==> config.mk <==
export PLATFORM = sky130hd
export DESIGN_NAME = cam_capture_ctrl
export DESIGN_NICKNAME = d
export VERILOG_FILES = /design/src/rtl/cam_pkg.sv /design/src/rtl/cam_capture_ctrl_edge_det.sv /design/src/rtl/cam_capture_ctrl.sv
export SDC_FILE = /design/constraint.sdc
export NUM_CORES = 1
export LEC_CHECK = 0
export BUFFER_PORTS_ARGS = -buffer_cell sky130_fd_sc_hd__clkbuf_2
export CORE_AREA = 8 8 114 95
export CTS_CLUSTER_DIAMETER = 50
export DETAILED_ROUTE_END_ITERATION = 8
export DIE_AREA = 0 0 122 103
export SLEW_MARGIN = 40
export SYNTH_ARGS = -nofsm -noshare
export SYNTH_HDL_FRONTEND = slang
export SYNTH_SLANG_ARGS = --single-unit
==> constraint.sdc <==
create_clock -name pclk -period 6.1 [get_ports pclk]
set_input_delay 0.915 -clock pclk [delete_from_list [all_inputs] [get_ports pclk]]
set_output_delay 0.915 -clock pclk [all_outputs]
set_load 0.1 [all_outputs]
==> src/rtl/cam_pkg.sv <==
// Shared derivations for the camera capture controller: segment count,
// pending-counter width and vsync polarity normalisation.
package cam_pkg;

  function automatic int unsigned calc_nseg(input int unsigned addr_w,
                                            input int unsigned seg_bytes);
    return (32'd1 << addr_w) / seg_bytes;
  endfunction

  function automatic int unsigned calc_pend_w(input int unsigned nseg);
    return $clog2(nseg + 1);
  endfunction

  function automatic logic vsync_norm(input logic vsync, input bit act_high);
    return act_high ? vsync : ~vsync;
  endfunction

endpackage

==> src/rtl/cam_capture_ctrl_edge_det.sv <==
// Two-flop history edge detector: level is the registered input, rise/fall
// pulse for one cycle after the registered level changes.
module cam_edge_det (
  input  logic clk,
  input  logic rst,
  input  logic din,
  output logic level,
  output logic rise,
  output logic fall
);

  logic prev;

  always_ff @(posedge clk or posedge rst) begin
    if (rst) begin
      level <= 1'b0;
      prev  <= 1'b0;
    end else begin
      level <= din;
      prev  <= level;
    end
  end

  assign rise = level & ~prev;
  assign fall = ~level & prev;

endmodule

==> src/rtl/cam_capture_ctrl.sv <==
// Camera parallel-bus capture controller: ring-buffer addressing, segment
// interrupts with host flow control, line/frame counting and line checks.
module cam_capture_ctrl
  import cam_pkg::*;
#(
  parameter int unsigned ADDR_W         = 11,
  parameter int unsigned SEG_BYTES      = 780,
  parameter int unsigned LINE_BYTES     = 1560,
  parameter int unsigned LINE_W         = 10,
  parameter int unsigned FRAME_W        = 8,
  parameter int unsigned VSYNC_ACT_HIGH = 1,
  localparam int unsigned NSEG          = calc_nseg(ADDR_W, SEG_BYTES),
  localparam int unsigned PEND_W        = calc_pend_w(NSEG)
) (
  input  logic               pclk,
  input  logic               rst,
  input  logic               vsync,
  input  logic               href,
  input  logic               seg_ack,
  output logic [ADDR_W-1:0]  address,
  output logic               wr_en,
  output logic               dataInterrupt,
  output logic [ADDR_W-1:0]  seg_base,
  output logic [PEND_W-1:0]  pending,
  output logic               overflow,
  output logic               frameInterrupt,
  output logic               frame_start,
  output logic [LINE_W-1:0]  line_count,
  output logic [FRAME_W-1:0] frame_count,
  output logic               line_err
);

  localparam int unsigned SEG_W = $clog2(SEG_BYTES);
  localparam int unsigned LB_W  = $clog2(LINE_BYTES + 2);

  logic              vs_act;
  logic              href_fall;
  logic              vs_rise;
  logic              unused_href_level;
  logic              unused_href_rise;
  logic              unused_vs_fall;
  logic [SEG_W-1:0]  seg_cnt;
  logic [LB_W-1:0]   line_bytes;
  logic              seg_done;
  logic              addr_last;
  logic              ack_ok;

  assign vs_act = vsync_norm(vsync, VSYNC_ACT_HIGH != 0);

  cam_edge_det u_href_edge (
    .clk   (pclk),
    .rst   (rst),
    .din   (href),
    .level (unused_href_level),
    .rise  (unused_href_rise),
    .fall  (href_fall)
  );

  cam_edge_det u_vs_edge (
    .clk   (pclk),
    .rst   (rst),
    .din   (vs_act),
    .level (frameInterrupt),
    .rise  (vs_rise),
    .fall  (unused_vs_fall)
  );

  assign wr_en     = href & ~vs_act;
  assign seg_done  = wr_en && (seg_cnt == SEG_W'(SEG_BYTES - 1));
  assign addr_last = (address == ADDR_W'(NSEG * SEG_BYTES - 1));
  assign ack_ok    = seg_ack && (pending != '0);

  always_ff @(posedge pclk or posedge rst) begin
    if (rst) begin
      address       <= '0;
      seg_cnt       <= '0;
      dataInterrupt <= 1'b0;
      seg_base      <= '0;
      pending       <= '0;
      overflow      <= 1'b0;
      frame_start   <= 1'b0;
      line_count    <= '0;
      frame_count   <= '0;
      line_bytes    <= '0;
      line_err      <= 1'b0;
    end else begin
      dataInterrupt <= seg_done;
      frame_start   <= vs_rise;
      line_err      <= 1'b0;
      // Segments are SEG_BYTES-aligned from 0, so the completing byte's
      // address minus SEG_BYTES-1 is always the segment's first address.
      if (seg_done) seg_base <= address - ADDR_W'(SEG_BYTES - 1);

      if (vs_rise) begin
        frame_count <= frame_count + FRAME_W'(1);
        address     <= '0;
        seg_cnt     <= '0;
        line_count  <= '0;
        line_bytes  <= '0;
        pending     <= '0;
        overflow    <= 1'b0;
      end else begin
        if (wr_en) begin
          address <= addr_last ? '0 : address + ADDR_W'(1);
          seg_cnt <= seg_done ? '0 : seg_cnt + SEG_W'(1);
        end

        if (seg_done && !ack_ok) begin
          if (pending == PEND_W'(NSEG)) overflow <= 1'b1;
          else                          pending  <= pending + PEND_W'(1);
        end else if (!seg_done && ack_ok) begin
          pending <= pending - PEND_W'(1);
        end

        if (href_fall) begin
          if (line_count != '1) line_count <= line_count + LINE_W'(1);
          line_err   <= (line_bytes != LB_W'(LINE_BYTES));
          line_bytes <= wr_en ? LB_W'(1) : '0;
        end else if (wr_en && line_bytes != '1) begin
          line_bytes <= line_bytes + LB_W'(1);
        end
      end
    end
  end

endmodule

# Word level (Yosys, flattened, before mapping)
# Index checks and enable logic that the tools add are counted.
word_totals:
  regBits: 71
  inputBits: 5
  output_inout_bits: 48
  wordCells: 76
classes:
  add_sub_neg: 8
  eq_ne: 7
  muxes: 22
  bitwise: 6
  n_reduce_logical: 18
ops:
  columns: ["operator", "count"]
  rows:
  - ["11-bit 2-to-1 mux", 6]
  - ["10-bit 2-to-1 mux", 6]
  - ["11-bit by 1-bit adder with 11-bit output, second input constant", 2]
  - ["11-bit inequality test, second input constant", 2]
  - ["10-bit by 1-bit adder with 10-bit output, second input constant", 2]
  - ["2-bit nonzero test", 6]
  - ["11-bit equality test, second input constant", 1]
  - ["11-bit by 10-bit subtractor with 11-bit output, second input constant", 1]
  - ["10-bit equality test, second input constant", 1]
  - ["10-bit inequality test, second input constant", 1]
  - ["8-bit by 1-bit adder with 8-bit output, second input constant", 1]
  - ["2-bit 2-to-1 mux", 4]
  - ["1-bit 2-to-1 mux", 6]
  - ["2-bit AND reduction", 3]
  - ["3-bit nonzero test", 2]
  - ["1-bit logical AND", 5]
  - ["1-bit AND", 3]
  - ["3-bit inequality test, second input constant", 1]
  - ["1-bit inverter", 3]
  - ["2-bit by 1-bit adder with 2-bit output, second input constant", 1]
  - ["2-bit equality test, second input constant", 1]
  - ["1-bit logical NOT", 2]
  - ["2-bit by 1-bit subtractor with 2-bit output, second input constant", 1]

# Logic depth before layout (Yosys ltp)
# Gate-level depths: netlist of run 1.
logic_depth:
  word_depth: 8
  ltp_mapped: 9
  ltp_nobuf: 8

# Cells and area by module
# A second synthesis of run 1 with hierarchy kept.
unflattened:
  hier_cells: 365
  area_unflattened_um2: 3589.7
modules_own_cells:
  columns: ["mod", "n_inst", "cells_each", "area_per_inst_um2", "seq_area_each_um2"]
  rows:
  - ["cam_capture_ctrl", 1, 355, 3452.1, 1676.6]
  - ["cam_edge_det", 2, 5, 68.8, 50.0]

# Worst setup path before layout of run 1
# No wires, ideal clock.
synth_path:
  kind: "input -> register"
  from: "input vsync"
  to: "register pending[1]"
  setup_time_ns: 0.078
  arrival_ns: 2.681
  required_ns: 6.022
  slack_ns: 3.341
  path_stages: 9
  path_buffers: 2
  path_cell_list: "nand2b_1 buf_2 or4_1 buf_2 inv_1 ha_1 xor2_1 or3_1 a21oi_1"
synth_between:
  elab_chain_len: 7
  elab_cells_between_ends: 11
  cone_classes: "eq/ne: 1; mux: 2; bitwise: 2; reduce/logical: 6"
synth_rtl:
  columns: ["element", "line", "rtl"]
  rows:
  - ["start: declaration", "cam_capture_ctrl.sv:17", "input logic vsync,"]
  - ["1-bit inverter *", "cam_capture_ctrl.sv:68", "assign wr_en = href & ~vs_act;"]
  - ["1-bit AND *", "cam_capture_ctrl.sv:68", null]
  - ["1-bit logical AND *", "cam_capture_ctrl.sv:69", "assign seg_done = wr_en && (seg_cnt == SEG_W'(SEG_BYTES - 1));"]
  - ["net seg_done", "cam_capture_ctrl.sv:44", "logic seg_done;"]
  - ["1-bit logical NOT", "cam_capture_ctrl.sv:111", "end else if (!seg_done && ack_ok) begin"]
  - ["1-bit logical AND", "cam_capture_ctrl.sv:111", null]
  - ["3-bit nonzero test (no source line)", null, null]
  - ["2-bit AND reduction (no source line)", null, null]
  - ["end signal: assignment", "cam_capture_ctrl.sv:110", "else pending <= pending + PEND_W'(1);"]
  - ["end signal: assignment", "cam_capture_ctrl.sv:112", "pending <= pending - PEND_W'(1);"]
  - ["end: declaration", "cam_capture_ctrl.sv:24", "output logic [PEND_W-1:0] pending,"]
# The timed path passes the listed nets; every way through them passes the cells marked *.
# A chain may end at the register's enable or synchronous reset.

# Final worst setup path of run 1
# Ends and elaborated chain as after synthesis.

==> flow_metrics.py, run 1 <==
metrics = {
    "sta": {
        "skew_ns": 0.007032,
        "whs_ns": 0.4298,
        "worstMarginPinSlew_ns": 0.7911,
        "min_period_ns": 3.172,
        "fmax_ghz": 0.3153,
        "fin_setup_tns_ns": 0,
        "setup_viol": 0,
        "slew_viol_final": 0,
        "finalHoldViolCount": 0,
        "grt_setup_unrepaired": "no",
        "slew_headroom_pct": 47.26,
        "fin_crit_sh_pct": 51.99,
    },
    "finish": {
        "fin_util_pct": 45.64,
        "final-instance-count-excl-fill": 533,
        "antennaDiodeCount": 0,
        "drive_above_1_share_pct": 18.42,
        "fin_nets": 425,
        "syn2layout_area_growth_pct": 15.02,
    },
    "global_route": {
        "antenna_found_initial": 0,
        "grt_pass1_vias": 2765,
        "grt_overflow_total": 0,
        "use_met1_pct": 17.98,
        "grtUsageMet3_pct": 4.762,
        "grt_pass1_wl_um": 13660,
        "grt_max_degree": 72,
        "use_met2_pct": 20.76,
        "grt-busiest-layer": "met2",
        "track_usage_pct": 13.58,
    },
    "routing": {
        "drt_pass1_iterations": 4,
        "viasPerCell": 5.430,
        "drt-initial-drc-count": 126,
        "wirelength_um": 8084,
        "wl_per_cell_um": 15.17,
        "vias": 2894,
        "drc_errors": 0,
        "ant_nets": 0,
    },
    "worst_hold_path": {
        "hold_class": "flop to flop",
    },
    "power": {
        "total_power_mw": 1.232,
        "power_switching_mw": 0.5131,
        "seqPwrFrac_pct": 44.5,
        "pwr-share-comb_pct": 28.5,
        "power_density_mw_per_mm2": 303.9,
        "power_frac_clock_pct": 27.0,
        "peakVddDrop_mv": 0.3454,
        "intPower_mw": 0.7188,
        "netSwitchingFraction_pct": 41.65,
        "leakagePower_nw": 1.803,
    },
    "die": {
        "dieArea_mm2": 0.01257,
        "coreArea_mm2": 0.008882,
        "ioPinCount": 53,
        "fp.dieW_um": 122,
        "die_height_um": 103,
        "initial_utilization_pct": 39.68,
        "core.rowCount": 31,
    },
    "place": {
        "dp_cells": 517,
        "hpwl_um": 5596,
        "place_congestion": 0.8221,
        "portBuffers": 52,
    },
    "clocking": {
        "cts_tree": "yes",
        "cts-resized-gates": 0,
        "cts_htree_levels": 3,
        "cts_root_buf": "clkbuf_8",
        "clkTransAtPathRegs_ns": 0.07,
        "postCtsSetupBuffers": 0,
        "clk_latency_ns": 0.34,
        "cts.sinks": 71,
        "cts_hold_buffers": 0,
        "cts_buffers": 9,
        "cts_buffer_depth": 2,
    },
    "synthesis": {
        "synth_edf_count": 0,
        "synth_top_area_share_pct": 50.41,
        "muxShareOfSynthArea_pct": 0.2840,
        "synth_top_family_by_area": "simple AND/OR/NAND/NOR gates",
        "yosys_warnings": 0,
        "ys_seq_elements": 71,
        "post-synth-top-area-cell": "dfrtp_1",
        "synthTopCellsByArea": "dfrtp_1 (50%), xnor2_1 (5.5%), nand2_1 (4.8%)",
        "async_flop_share_pct": 100.0,
        "synth_area_mm2": 0.003525,
        "yosys.area_share.xor_xnor_pct": 7.703,
        "syn_inst": 365,
        "yosys.area_share.adder_pct": 2.485,
        "synth.yosys.seq_area_share_pct": 50.41,
        "syn_avg_cell_area_um2": 9.657,
        "yosys.area_share.simple_pct": 20.20,
        "synth_compound_area_share_pct": 15.73,
        "syn_nets": 377,
        "synthFlopType": "dfrtp_1",
        "ys_types": 49,
        "yosysMostFrequentCell": "dfrtp_1",
        "yosys-top-cells-count": "dfrtp_1 (71), nand2_1 (45), a21oi_1 (26), nor2_1 (24), xnor2_1 (22)",
    },
    "setup_path": {
        "cp_slowest_cell": "or4_1",
        "worst_path_largest_cell_delay_ns": 0.91,
        "critPathBufInv": 3,
        "worstSetupPathType": "input port to flop",
        "cp_top_family": "simple AND/OR/NAND/NOR gates",
        "startpoint_type": "input port",
        "required_ns": 6.37,
        "crit_fanout": 27,
        "path_cells": "clkbuf_2 > nand2b_1 > buf_4 > or4_1 > inv_1 > ha_1 > or3_1 > a21oi_1",
        "cp.arrival_ns": 3.44,
        "cp-end-kind": "flop",
    },
    "outcome": {
        "status": "complete, no violations",
    },
    "flow_run": {
        "maxCapViolCount": 0,
    },
}
## layout make-up
class | count | area (um2)
fillers | 875 | 4828
clock buffers | 10 | 137.6
well taps | 115 | 143.9
multi-input cells | 265 | 1635
clock inverters | 6 | 36.28
flip-flops and latches | 71 | 1777
repair buffers | 54 | 279.0
inverters | 12 | 45.04
## state kept, by name, summed over array words and instances, names as in the netlist
signal,flops
u_vs_edge.prev,1
frame_count,8
dataInterrupt,1
pending,2
u_vs_edge.level,1
frame_start,1
line_err,1
line_count,10
u_href_edge.level,1
address,11
seg_base,11
line_bytes,11
u_href_edge.prev,1
seg_cnt,10
overflow,1
## routing by layer
metal  wire, um  share of wire, %  vias to the layer above
met2       3659                45                       53
met5          0                 0                        -
met4         72              0.89                        0
li1           -                 -                     1422
met1       3974                49                     1411
met3        377               4.7                        8
## placed cells by master (no fill, tap or decap), types with 2 or more instances in the layout
cell type,instances
or4_1,6
a21oi_1,26
o2111ai_1,4
and3_1,2
a311oi_1,2
nor2_1,24
nor4_1,3
nand3_1,17
o21ai_0,9
or3b_1,2
dfrtp_1,71
and2_1,2
a2111oi_0,5
ha_1,7
o31ai_1,4
xor2_1,9
nor3_1,9
inv_2,3
o311ai_0,2
or3_1,13
nor2b_1,2
a211oi_1,8
o21ai_1,9
clkinv_2,4
o21a_1,3
clkbuf_8,10
inv_1,9
nand2b_1,3
nand4_1,10
xnor2_1,22
clkbuf_2,52
nand2_1,45
## power groups by stage
stage	combinational, mW	clock (mW)	sequential, mW
finish	0.351	0.333	0.548
global route	0.370	0.368	0.555
CTS	0.355	0.347	0.548
detailed placement	0.355	0	0.557
global placement	0.353	0	0.555
floorplan	0.0801	0	0.768
## path summary, 6_finish.rpt
check	from	to	slack, ns	depth (start not counted)
setup / recovery	vsync	pending[1]	2.93	8
min in group asynchronous	rst	line_bytes[7]	0.69	3
max in group asynchronous	rst	line_count[0]	4.94	3
hold reg to reg	u_href_edge.level	u_href_edge.prev	0.43	0
setup reg to reg	seg_cnt[4]	pending[1]	3.29	6
hold / removal	u_href_edge.level	u_href_edge.prev	0.43	0
## logic make-up after synthesis
group           after synthesis
xor+xnor                     31
simple gates                142
compound gates               84
flops                        71
mux                           1
buf+inv                      29
fa+ha+maj                     7
## stage by stage
stage	setup WS, ns	cell area (um2)
CTS	2.951	4054
floorplan	3.341	3525
detailed placement	2.565	3880
global placement	2.617	3876
finish	2.928	4054
global route	2.815	4054
No activity file was read; power rests on OpenSTA's default activity.
==> run 2: changes to the inputs <==
==> constraint.sdc (replaced) <==
create_clock -name pclk -period 2.9 [get_ports pclk]
set_input_delay 0.435 -clock pclk [delete_from_list [all_inputs] [get_ports pclk]]
set_output_delay 0.435 -clock pclk [all_outputs]
set_load 0.1 [all_outputs]
==> flow_metrics.py, run 2 (same netlist as run 1, synthesis figures left out) <==
metrics = {
    "outcome": {
        "status": "complete, no violations",
    },
    "clocking": {
        "cts_buffer_depth": 2,
        "clk_latency_ns": 0.35,
        "cts_buffers": 9,
        "cts_hold_buffers": 0,
        "cts_root_buf": "clkbuf_8",
        "cts_tree": "yes",
        "postCtsSetupBuffers": 0,
        "cts.sinks": 71,
        "clkTransAtPathRegs_ns": 0.07,
        "cts-resized-gates": 0,
        "cts_htree_levels": 3,
    },
    "finish": {
        "final_cell_mix": "dfrtp_1 (71), clkbuf_2 (52), nand2_1 (45)",
        "antennaDiodeCount": 0,
        "drive_above_1_share_pct": 18.53,
        "final-instance-count-excl-fill": 536,
        "largestRegisters": "address (11), line_bytes (11), seg_base (11)",
        "syn2layout_area_growth_pct": 15.41,
        "seqCellArea_mm2": 0.001777,
        "mostFrequentLayoutCell": "dfrtp_1",
        "stdcell_area_mm2": 0.004068,
        "multi_input_area_mm2": 0.001635,
        "fin_nets": 428,
        "n_fill_cell": 866,
    },
    "setup_path": {
        "startpoint_type": "flop",
        "cp.arrival_ns": 2.57,
        "cp_slowest_cell": "dfrtp_1",
        "worstSetupPathType": "flop to flop",
        "worst_path_largest_cell_delay_ns": 0.42,
        "cp_top_family": "simple AND/OR/NAND/NOR gates",
        "crit_fanout": 6,
        "path_cells": "or3_1 > or4_1 > inv_1 > ha_1 > xor2_1 > or3_1 > a21oi_1",
        "path_common_cell": "or3_1",
        "critPathBufInv": 1,
        "required_ns": 3.18,
        "cp-end-kind": "flop",
    },
    "sta": {
        "worstMarginPinSlew_ns": 0.7218,
        "slew_headroom_pct": 51.44,
        "skew_ns": 0.008786,
        "fin_setup_tns_ns": 0,
        "slew_viol_final": 0,
        "grt_setup_unrepaired": "no",
        "setup_viol": 0,
        "whs_ns": 0.1446,
        "min_period_ns": 2.288,
        "fin_crit_sh_pct": 78.91,
        "finalHoldViolCount": 0,
        "fmax_ghz": 0.4370,
    },
    "routing": {
        "wl_per_cell_um": 15.54,
        "viasPerCell": 5.470,
        "drt-initial-drc-count": 233,
        "vias": 2932,
        "ant_nets": 0,
        "wirelength_um": 8329,
        "drc_errors": 0,
        "drt_pass1_iterations": 4,
    },
    "place": {
        "hpwl_um": 5754,
        "portBuffers": 52,
        "dpl_cell_area_mm2": 0.003911,
        "place_congestion": 0.7818,
        "dp_cells": 520,
    },
    "die": {
        "core.rowCount": 31,
        "coreArea_mm2": 0.008882,
        "die_height_um": 103,
        "fp.dieW_um": 122,
        "ioPinCount": 53,
        "initial_utilization_pct": 39.68,
        "dieArea_mm2": 0.01257,
    },
    "flow_run": {
        "maxCapViolCount": 0,
    },
    "global_route": {
        "grt_overflow_total": 0,
        "grt_pass1_vias": 2826,
        "grt_pass1_wl_um": 14120,
        "track_usage_pct": 14.18,
        "grt_max_degree": 72,
        "antenna_found_initial": 0,
    },
    "power": {
        "leakagePower_nw": 1.815,
        "peakVddDrop_mv": 0.6607,
        "total_power_mw": 2.571,
        "power_density_mw_per_mm2": 632.1,
    },
    "worst_hold_path": {
        "hold_class": "input port to asynchronous set/reset pin",
    },
}
run 2: cell types whose count changed in the layout (fill, tap and decap cells not counted):
| cell | change |
|---|---|
| buf_12 | +1 |
| buf_4 | +3 |
| buf_6 | -1 |
| clkbuf_1 | +2 |
| clkbuf_8 | -1 |
| clkinv_2 | +1 |
| clkinv_4 | -1 |
| clkinvlp_4 | -1 |
run 2: power by group:
| part | leakage, nW | internal (mW) | switching, mW | total (mW) |
|---|---|---|---|---|
| Sequential | 0.953 | 1.06 | 0.0906 | 1.15 |
| Clock | 0.0866 | 0.304 | 0.370 | 0.674 |
| Combinational | 0.775 | 0.124 | 0.620 | 0.744 |
| Total | 1.81 | 1.49 | 1.08 | 2.57 |
run 2: worst min-delay path: cells and delay by family:
family | cells | cell delay, ns
buffers and inverters | 3 | 0.47
run 2: final timing paths:
check | depth (start not counted) | start | slack (ns) | end
min reg2reg | 0 | u_vs_edge.level | 0.41 | u_vs_edge.prev
max in group asynchronous | 3 | rst | 2.46 | seg_base[6]
min | 3 | rst | 0.14 | line_bytes[1]
max | 7 | seg_cnt[4] | 0.61 | pending[1]
min in group pclk | 1 | href | 0.21 | u_href_edge.level
max reg2reg | 7 | seg_cnt[4] | 0.61 | pending[1]
run 2: layer usage:
metal / wire, um / part of all wire (%) / track usage [%] / up-vias
met5: 0 / 0 / 0 / -
met4: 153 / 1.8 / 6.433 / 0
met3: 476 / 5.7 / 4.488 / 13
met2: 3561 / 43 / 20.64 / 71
met1: 4137 / 50 / 18.83 / 1422
li1: - / - / - / 1426
run 2: through the flow:
stage / worst slack, ns / util, %
floorplan: 0.4566 / -
global placement: 0.6081 / 44.03
detailed placement: 0.5634 / 44.03
CTS: 0.6283 / 45.80
global route: 0.4540 / 45.80
finish: 0.6116 / 45.80
run 2: final cells by class:
type	count	area share (%)
clock buffer	11	3.230
timing repair buffer	57	7.628
clock inverter	5	0.6152
multi-input combinational	265	40.20
tap	115	3.537
sequential	71	43.68
inverter	12	1.107
